`src/rtl/calc_pkg.sv`:
```
// Shared types and helpers for the sequential calculator core.
//   calc_state_t : core FSM states
//   calc_op_t    : operation encoding handed to the iterative unit
//   cnt_width()  : width of an iteration counter able to hold 0..w
package calc_pkg;

    typedef enum logic [1:0] {
        OFF  = 2'd0,
        IDLE = 2'd1,
        MUL  = 2'd2,
        DIV  = 2'd3
    } calc_state_t;

    typedef enum logic [1:0] {
        OP_ADD = 2'd0,
        OP_SUB = 2'd1,
        OP_MUL = 2'd2,
        OP_DIV = 2'd3
    } calc_op_t;

    function automatic int cnt_width(input int w);
        return $clog2(w + 1);
    endfunction

endpackage

```
`src/rtl/calc_iter_unit.sv`:
```
// Iterative multiply / divide datapath, one step per clock.
//   clk, rst_n : clock, synchronous active-low reset
//   start      : capture a, b and op, begin iterating on the next edge
//   abort      : drop any iteration in progress
//   op         : OP_MUL (shift-add) or OP_DIV (restoring division)
//   a, b       : unsigned operands (multiplicand/multiplier, dividend/divisor)
//   result     : value produced by the current step; valid when last=1
//                (div: {remainder, quotient})
//   last       : high during the cycle whose closing edge completes step W
module calc_iter_unit
    import calc_pkg::*;
#(
    parameter int W = 7
) (
    input  logic           clk,
    input  logic           rst_n,
    input  logic           start,
    input  logic           abort,
    input  calc_op_t       op,
    input  logic [W-1:0]   a,
    input  logic [W-1:0]   b,
    output logic [2*W-1:0] result,
    output logic           last
);

    localparam int CW = cnt_width(W);

    logic            active;
    logic            is_div;
    logic [CW-1:0]   cnt;
    logic [2*W-1:0]  acc;    // mul: {partial product, remaining multiplier}; div: {remainder, quotient}
    logic [W-1:0]    opnd;   // mul: multiplicand; div: divisor

    logic [W:0]      mul_sum;
    logic [2*W:0]    mul_wide;
    logic [W:0]      div_shift;
    logic [W:0]      div_diff;
    logic            div_ge;
    logic [2*W-1:0]  acc_next;

    // NOTE: every combinational output gets a default first, so no path
    // through this block can leave a value unassigned and infer a latch.
    always_comb begin
        acc_next  = acc;
        mul_sum   = {1'b0, acc[2*W-1:W]} + (acc[0] ? {1'b0, opnd} : '0);
        mul_wide  = {mul_sum, acc[W-1:0]};
        div_shift = {acc[2*W-1:W], acc[W-1]};
        div_diff  = div_shift - {1'b0, opnd};
        div_ge    = (div_shift >= {1'b0, opnd});
        if (is_div) begin
            acc_next = {(div_ge ? W'(div_diff) : W'(div_shift)),
                        W'({acc[W-1:0], div_ge})};
        end else begin
            acc_next = (2*W)'(mul_wide >> 1);
        end
    end

    assign result = acc_next;
    assign last   = active && (cnt == CW'(W - 1));

    // NOTE: acc and opnd are pure datapath and are loaded on start, so they
    // carry no reset; only the control state that gates them is reset.
    always_ff @(posedge clk) begin
        if (start) begin
            is_div <= (op == OP_DIV);
            opnd   <= (op == OP_DIV) ? b : a;
            acc    <= {{W{1'b0}}, (op == OP_DIV) ? a : b};
        end else if (active) begin
            acc <= acc_next;
        end
    end

    // NOTE: sequential state uses non-blocking assignments so every register
    // samples values from before the edge, independent of statement order.
    always_ff @(posedge clk) begin
        if (!rst_n || abort) begin
            active <= 1'b0;
            cnt    <= '0;
        end else if (start) begin
            active <= 1'b1;
            cnt    <= '0;
        end else if (active) begin
            cnt <= cnt + 1'b1;
            if (last) begin
                active <= 1'b0;
            end
        end
    end

endmodule

```
`src/rtl/calc_core_seq.sv`:
```
// Sequential push-button calculator core.
//   clk, rst_n   : clock, synchronous active-low reset
//   A, B         : unsigned W-bit operands, captured when a request is accepted
//   b_lig        : power toggle button (rising-edge detected)
//   b_soma/b_sub/b_multi/b_div : operation buttons (rising-edge detected)
//   sensorIR     : user presence; new requests are accepted only while high
//   Y, sinal     : result magnitude and sign (1 = negative)
//   EN           : powered on (display enable)
//   busy         : multiply/divide iteration in progress
//   done         : one-cycle pulse after Y is written
//   err          : divide by zero, held until next accepted op or power-off
module calc_core_seq
    import calc_pkg::*;
#(
    parameter int W = 7
) (
    input  logic           clk,
    input  logic           rst_n,
    input  logic [W-1:0]   A,
    input  logic [W-1:0]   B,
    input  logic           b_lig,
    input  logic           b_soma,
    input  logic           b_sub,
    input  logic           b_multi,
    input  logic           b_div,
    input  logic           sensorIR,
    output logic [2*W-1:0] Y,
    output logic           sinal,
    output logic           EN,
    output logic           busy,
    output logic           done,
    output logic           err
);

    calc_state_t    state;
    logic           lig_q, soma_q, sub_q, multi_q, div_q;
    logic           lig_p, soma_p, sub_p, multi_p, div_p;
    logic           accept;
    logic           iter_start;
    calc_op_t       iter_op;
    logic [2*W-1:0] iter_result;
    logic           iter_last;

    assign lig_p   = b_lig   & ~lig_q;
    assign soma_p  = b_soma  & ~soma_q;
    assign sub_p   = b_sub   & ~sub_q;
    assign multi_p = b_multi & ~multi_q;
    assign div_p   = b_div   & ~div_q;

    // A power press wins over any operation press on the same edge.
    assign accept     = (state == IDLE) && sensorIR && !lig_p;
    assign iter_start = accept && !soma_p && !sub_p &&
                        (multi_p || (div_p && (B != '0)));
    assign iter_op    = multi_p ? OP_MUL : OP_DIV;

    calc_iter_unit #(.W(W)) u_iter (
        .clk    (clk),
        .rst_n  (rst_n),
        .start  (iter_start),
        .abort  (lig_p),
        .op     (iter_op),
        .a      (A),
        .b      (B),
        .result (iter_result),
        .last   (iter_last)
    );

    always_ff @(posedge clk) begin
        if (!rst_n) begin
            state   <= OFF;
            Y       <= '0;
            sinal   <= 1'b0;
            EN      <= 1'b0;
            busy    <= 1'b0;
            done    <= 1'b0;
            err     <= 1'b0;
            lig_q   <= 1'b0;
            soma_q  <= 1'b0;
            sub_q   <= 1'b0;
            multi_q <= 1'b0;
            div_q   <= 1'b0;
        end else begin
            lig_q   <= b_lig;
            soma_q  <= b_soma;
            sub_q   <= b_sub;
            multi_q <= b_multi;
            div_q   <= b_div;
            done    <= 1'b0;

            if (lig_p) begin
                if (state == OFF) begin
                    state <= IDLE;
                    EN    <= 1'b1;
                end else begin
                    state <= OFF;
                    EN    <= 1'b0;
                    Y     <= '0;
                    sinal <= 1'b0;
                    err   <= 1'b0;
                    busy  <= 1'b0;
                end
            end else begin
                case (state)
                    IDLE: begin
                        if (accept) begin
                            if (soma_p) begin
                                Y     <= (2*W)'(A) + (2*W)'(B);
                                sinal <= 1'b0;
                                err   <= 1'b0;
                                done  <= 1'b1;
                            end else if (sub_p) begin
                                // Sign-magnitude result: subtract the smaller from the larger.
                                Y     <= (A >= B) ? (2*W)'(A - B) : (2*W)'(B - A);
                                sinal <= (A < B);
                                err   <= 1'b0;
                                done  <= 1'b1;
                            end else if (multi_p) begin
                                state <= MUL;
                                busy  <= 1'b1;
                                err   <= 1'b0;
                            end else if (div_p) begin
                                if (B == '0) begin
                                    Y     <= '1;
                                    sinal <= 1'b0;
                                    err   <= 1'b1;
                                    done  <= 1'b1;
                                end else begin
                                    state <= DIV;
                                    busy  <= 1'b1;
                                    err   <= 1'b0;
                                end
                            end
                        end
                    end
                    MUL, DIV: begin
                        if (iter_last) begin
                            state <= IDLE;
                            Y     <= iter_result;
                            sinal <= 1'b0;
                            busy  <= 1'b0;
                            done  <= 1'b1;
                        end
                    end
                    default: ;
                endcase
            end
        end
    end

endmodule

```
`config.mk`:
```
export PLATFORM = sky130hd
export DESIGN_NAME = calc_core_seq
export DESIGN_NICKNAME = d
export VERILOG_FILES = /design/src/rtl/calc_pkg.sv /design/src/rtl/calc_iter_unit.sv /design/src/rtl/calc_core_seq.sv
export SDC_FILE = /design/constraint.sdc
export NUM_CORES = 1
export LEC_CHECK = 0
export CORE_ASPECT_RATIO = 0.7
export CORE_MARGIN = 3
export CORE_UTILIZATION = 62
export CTS_BUF_LIST = sky130_fd_sc_hd__clkbuf_16
export DETAILED_ROUTE_END_ITERATION = 6
export GPL_TIMING_DRIVEN = 0
export PLACE_DENSITY = 0.9
export SYNTH_ARGS = -nofsm -noshare
export SYNTH_HDL_FRONTEND = slang
export SYNTH_SLANG_ARGS = --single-unit
```
`constraint.sdc`:
```
create_clock -name clk -period 8.55 [get_ports clk]
set_input_delay 2.1375 -clock clk [delete_from_list [all_inputs] [get_ports clk]]
set_output_delay 2.1375 -clock clk [all_outputs]
set_load 0.005 [all_outputs]
```
==> results.toml <==
[clock_network]
cts_buffers = 5
post_cts_resized = 0
cts_hold_buf = 0
clockBufferDepth = 2
ctsRootBufferMaster = "clkbuf_16"
insertion_delay_ps = 290
cts_setup_buffers = 0
cts.sink_count = 52
cts_tree = "done"
clock_transition_time_at_the_flip_flop_clock_pins_of_the_worst_setup_and_hold_paths_ps = 70
htree_num_levels = 2

[sta]
relSlewSlack = 0.390
fin_tns_setup_ps = 0
clock-skew-final_ps = 6.07
timing_worst_slew_pin_value_ps = 915
timing_max_transition_violations_final = 0
fin_crit_sh = 0.605
final.min_clock_period_ps = 5170
hold_violations = 0
setup-violations-final = 0
max_freq_mhz = 193
rsz0062_at_grt = "no"

[yosys]
seq_area_frac_synth = 0.296
synth_top_cell_by_area = "dfxtp_1"
synthesis.instances = 493
synth_top_flop_cell = "dfxtp_1"
synthTopCellsByArea = "dfxtp_1 18%, ha_1 11%, edfxtp_1 11%, mux2i_1 5.2%, a21oi_1 4.8%"
synthesis.area_per_instance_um2 = 8.17
yosys.area.top_type_share = 0.184
netlist_area_um2 = 4030
synth_async_sr_flop_share = 0
number_of_enable_flip_flop_cells_after_synthesis = 15
ys_ff_latch = 52
synthDistinctLibCells = 51
ys_warn_count = 0
number_of_nets_produced_by_synthesis = 557

[route]
detail_route.drc_violations = 0
drt.antenna.violating_nets = 0
drt-initial-drc-count = 406
drt_first_pass_iters = 5
route.detailed.vias_per_inst = 6.56
dr_total_vias = 4042
wl_per_cell_um = 19.5
wirelength_um = 12000

[pwr]
cellInternalPower_uw = 520
cellLeakagePower_uw = 0.00191
p_comb_frac = 0.400
power.share.sequential = 0.362
share_clk_of_total_power = 0.239
net-switching-power_uw = 317
max-vdd-ir-drop_v = 0.0000957
pwr_density_cell_nw_per_um2 = 179
p_sw_frac = 0.378

[worst_setup_path]
required_ps = 8720
worst-r2r-setup-slack_ps = 5180
worst_path_largest_cell_delay_ps = 570
critPathCaptureType = "register"
worst_r2r_startpoint = "u_iter.acc[6]"
worstSetupPathType = "primary input to register"
reg2reg_depth = 12
critical_path.reg2reg.endpoint = "Y[9]"
largest_fanout_on_the_critical_path = 10
crit_path_frequent_cell = "mux2i_1"
worst_path_max_delay_cell = "clkdlybuf4s50_1"
timing.critical_path.arrival_ps = 5340
critical_path.cell_chain = "clkdlybuf4s50_1 > inv_1 > ha_1 > buf_6 > a21oi_1 > nand2_1 > nor3_4 > mux2i_1 > mux2i_1 > a41oi_1 > a31oi_1 > o21ai_1"
startpoint_type = "primary input"

[min_path]
whs_path_depth = 2
hold_path.startpoint = "Y[5]"
min_path_type = "register to register"
worstHoldEndpoint = "Y[5]"

[placement]
place_inst = 608
port_buffers = 40
globalplace.congestion = 0.989
detailed_place_hpwl_um = 9360

[global_route]
grt_max_degree = 18
vias_in_the_first_global_route = 3878
grt-ovfl-total = 0
antenna_found_initial = 0
gr-usage-all-layers = 0.339
wire_length_of_the_first_global_routing_pass_um = 19600

[floorplanning]
placeableCoreArea_um2 = 5990
placementRows = 23
dieArea_um2 = 7510
pin_count = 41
starting_density_of_the_core = 0.673
dieHeight_um = 73.4
die_x_um = 102

[finish]
post_route_cells_drive_above_1_share = 0.0388
multiInputGateArea_um2 = 2620
fin_cells = 616
seq_area_um2 = 1190
post-route-util = 0.780
area.growth.synth_to_final_pct = 15.9
fill_cells = 432
num_antenna_cells = 0
layout.nets = 604

[job]
max-cap-violations = 0

[run_status]
outcome = "finished clean"
critical path: cells and delay by family:
kind / cells / cell delay, ps
buf+inv: 3 / 820
mux: 2 / 740
compound gates: 4 / 730
simple gates: 2 / 560
fa+ha+maj: 1 / 340
worst max path at each step:
stage / from / endpoint / slack [ps] / depth (start not counted)
5_1_grt: B[1] / u_iter.acc[0] / 3250 / 8
4_1_cts: A[4] / Y[5] / 3480 / 11
3_3_place_gp: A[4] / Y[5] / 3210 / 11
2_1_floorplan: A[0] / Y[5] / 4170 / 11
3_5_place_dp: A[4] / Y[5] / 3180 / 11
6_report: A[6] / Y[5] / 3380 / 12
layout by cell type (no fill, tap or decap), types with 4 or more instances in the layout:
cell             instances
a211oi_1                11
a21o_1                   9
a21oi_1                 39
a221oi_1                 6
a31oi_1                  5
and2_1                  14
clkbuf_1                17
clkbuf_16                5
clkdlybuf4s50_1         40
dfxtp_1                 37
edfxtp_1                15
fa_1                     5
ha_1                    37
inv_1                   35
mux2_2                   4
mux2i_1                 21
nand2_1                 50
nand2b_1                10
nand3_1                 13
nand4_1                  4
nor2_1                  44
nor2b_1                  8
nor3_1                   7
o211ai_1                 5
o21a_1                   6
o21ai_0                 35
o21bai_1                 7
xnor2_1                  8
xor2_1                   4
cell usage after synthesis (all sizes together) (2+ instances only):
cell	instances
nand2	50
nor2	44
a21oi	39
o21ai	38
dfxtp	37
ha	37
inv	35
mux2i	21
clkbuf	17
and2	16
edfxtp	15
nand3	13
a211oi	11
nand2b	10
a21o	9
nor2b	8
nor3	8
xnor2	8
o21bai	7
a221oi	6
o21a	6
a31oi	5
fa	5
o211ai	5
mux2	4
nand4	4
xor2	4
buf	3
or3	3
a21boi	2
and4	2
nor4	2
o2111ai	2
o221ai	2
o22ai	2
o311ai	2
or2	2
final cells by class:
cell class / count / share of cell area
multi-input combinational: 386 / 0.560
inverter: 35 / 0.0281
tap: 75 / 0.0201
timing repair buffer: 40 / 0.0857
clock inverter: 3 / 0.00482
sequential: 52 / 0.255
clock buffer: 5 / 0.0268
buffer: 20 / 0.0193
power by group through the flow:
stage	Combinational (uW)	Clock, uW	Sequential [uW]
after floorplan	228	0	296
after global placement	305	0	304
after detailed placement	317	0	306
after CTS	324	201	301
after global routing	367	212	304
final	334	200	303
metrics by stage:
step / hold slack [ps] / power (uW) / setup WS, ps / instance area (um2)
floorplan: 448 / 524 / 4170 / 4030
global placement: 449 / 609 / 3210 / 4520
detailed placement: 454 / 623 / 3180 / 4520
CTS: 468 / 825 / 3480 / 4670
global route: 481 / 884 / 3250 / 4670
finish: 461 / 837 / 3380 / 4670
registers in the layout (all words and copies together), names as in the netlist:
name and count:
lig_q 1, Y 14, state 2, multi_q 1, u_iter.acc 14, EN 1
u_iter.opnd 7, err 1, div_q 1, done 1, sinal 1, u_iter.cnt 3
u_iter.is_div 1, sub_q 1, soma_q 1, busy 1, u_iter.active 1
per-layer routing:
metal  vias to the layer above  routed length, um  global-route usage
li1                       1855                  -                   -
met1                      1911               5190               0.488
met2                       255               5140               0.513
met3                        21               1530              0.0787
met4                         0                177              0.0873
met5                         -                  0                   0
logic make-up after synthesis:
group / share of synthesized area
and+or+nand+nor: 0.194
AOI/OAI and AO/OA: 0.226
buffers and inverters: 0.0550
DFF: 0.296
adders and majority gates: 0.140
muxes: 0.0634
xor gates and xnor gates: 0.0261
Power figures use the tool's default switching activity.
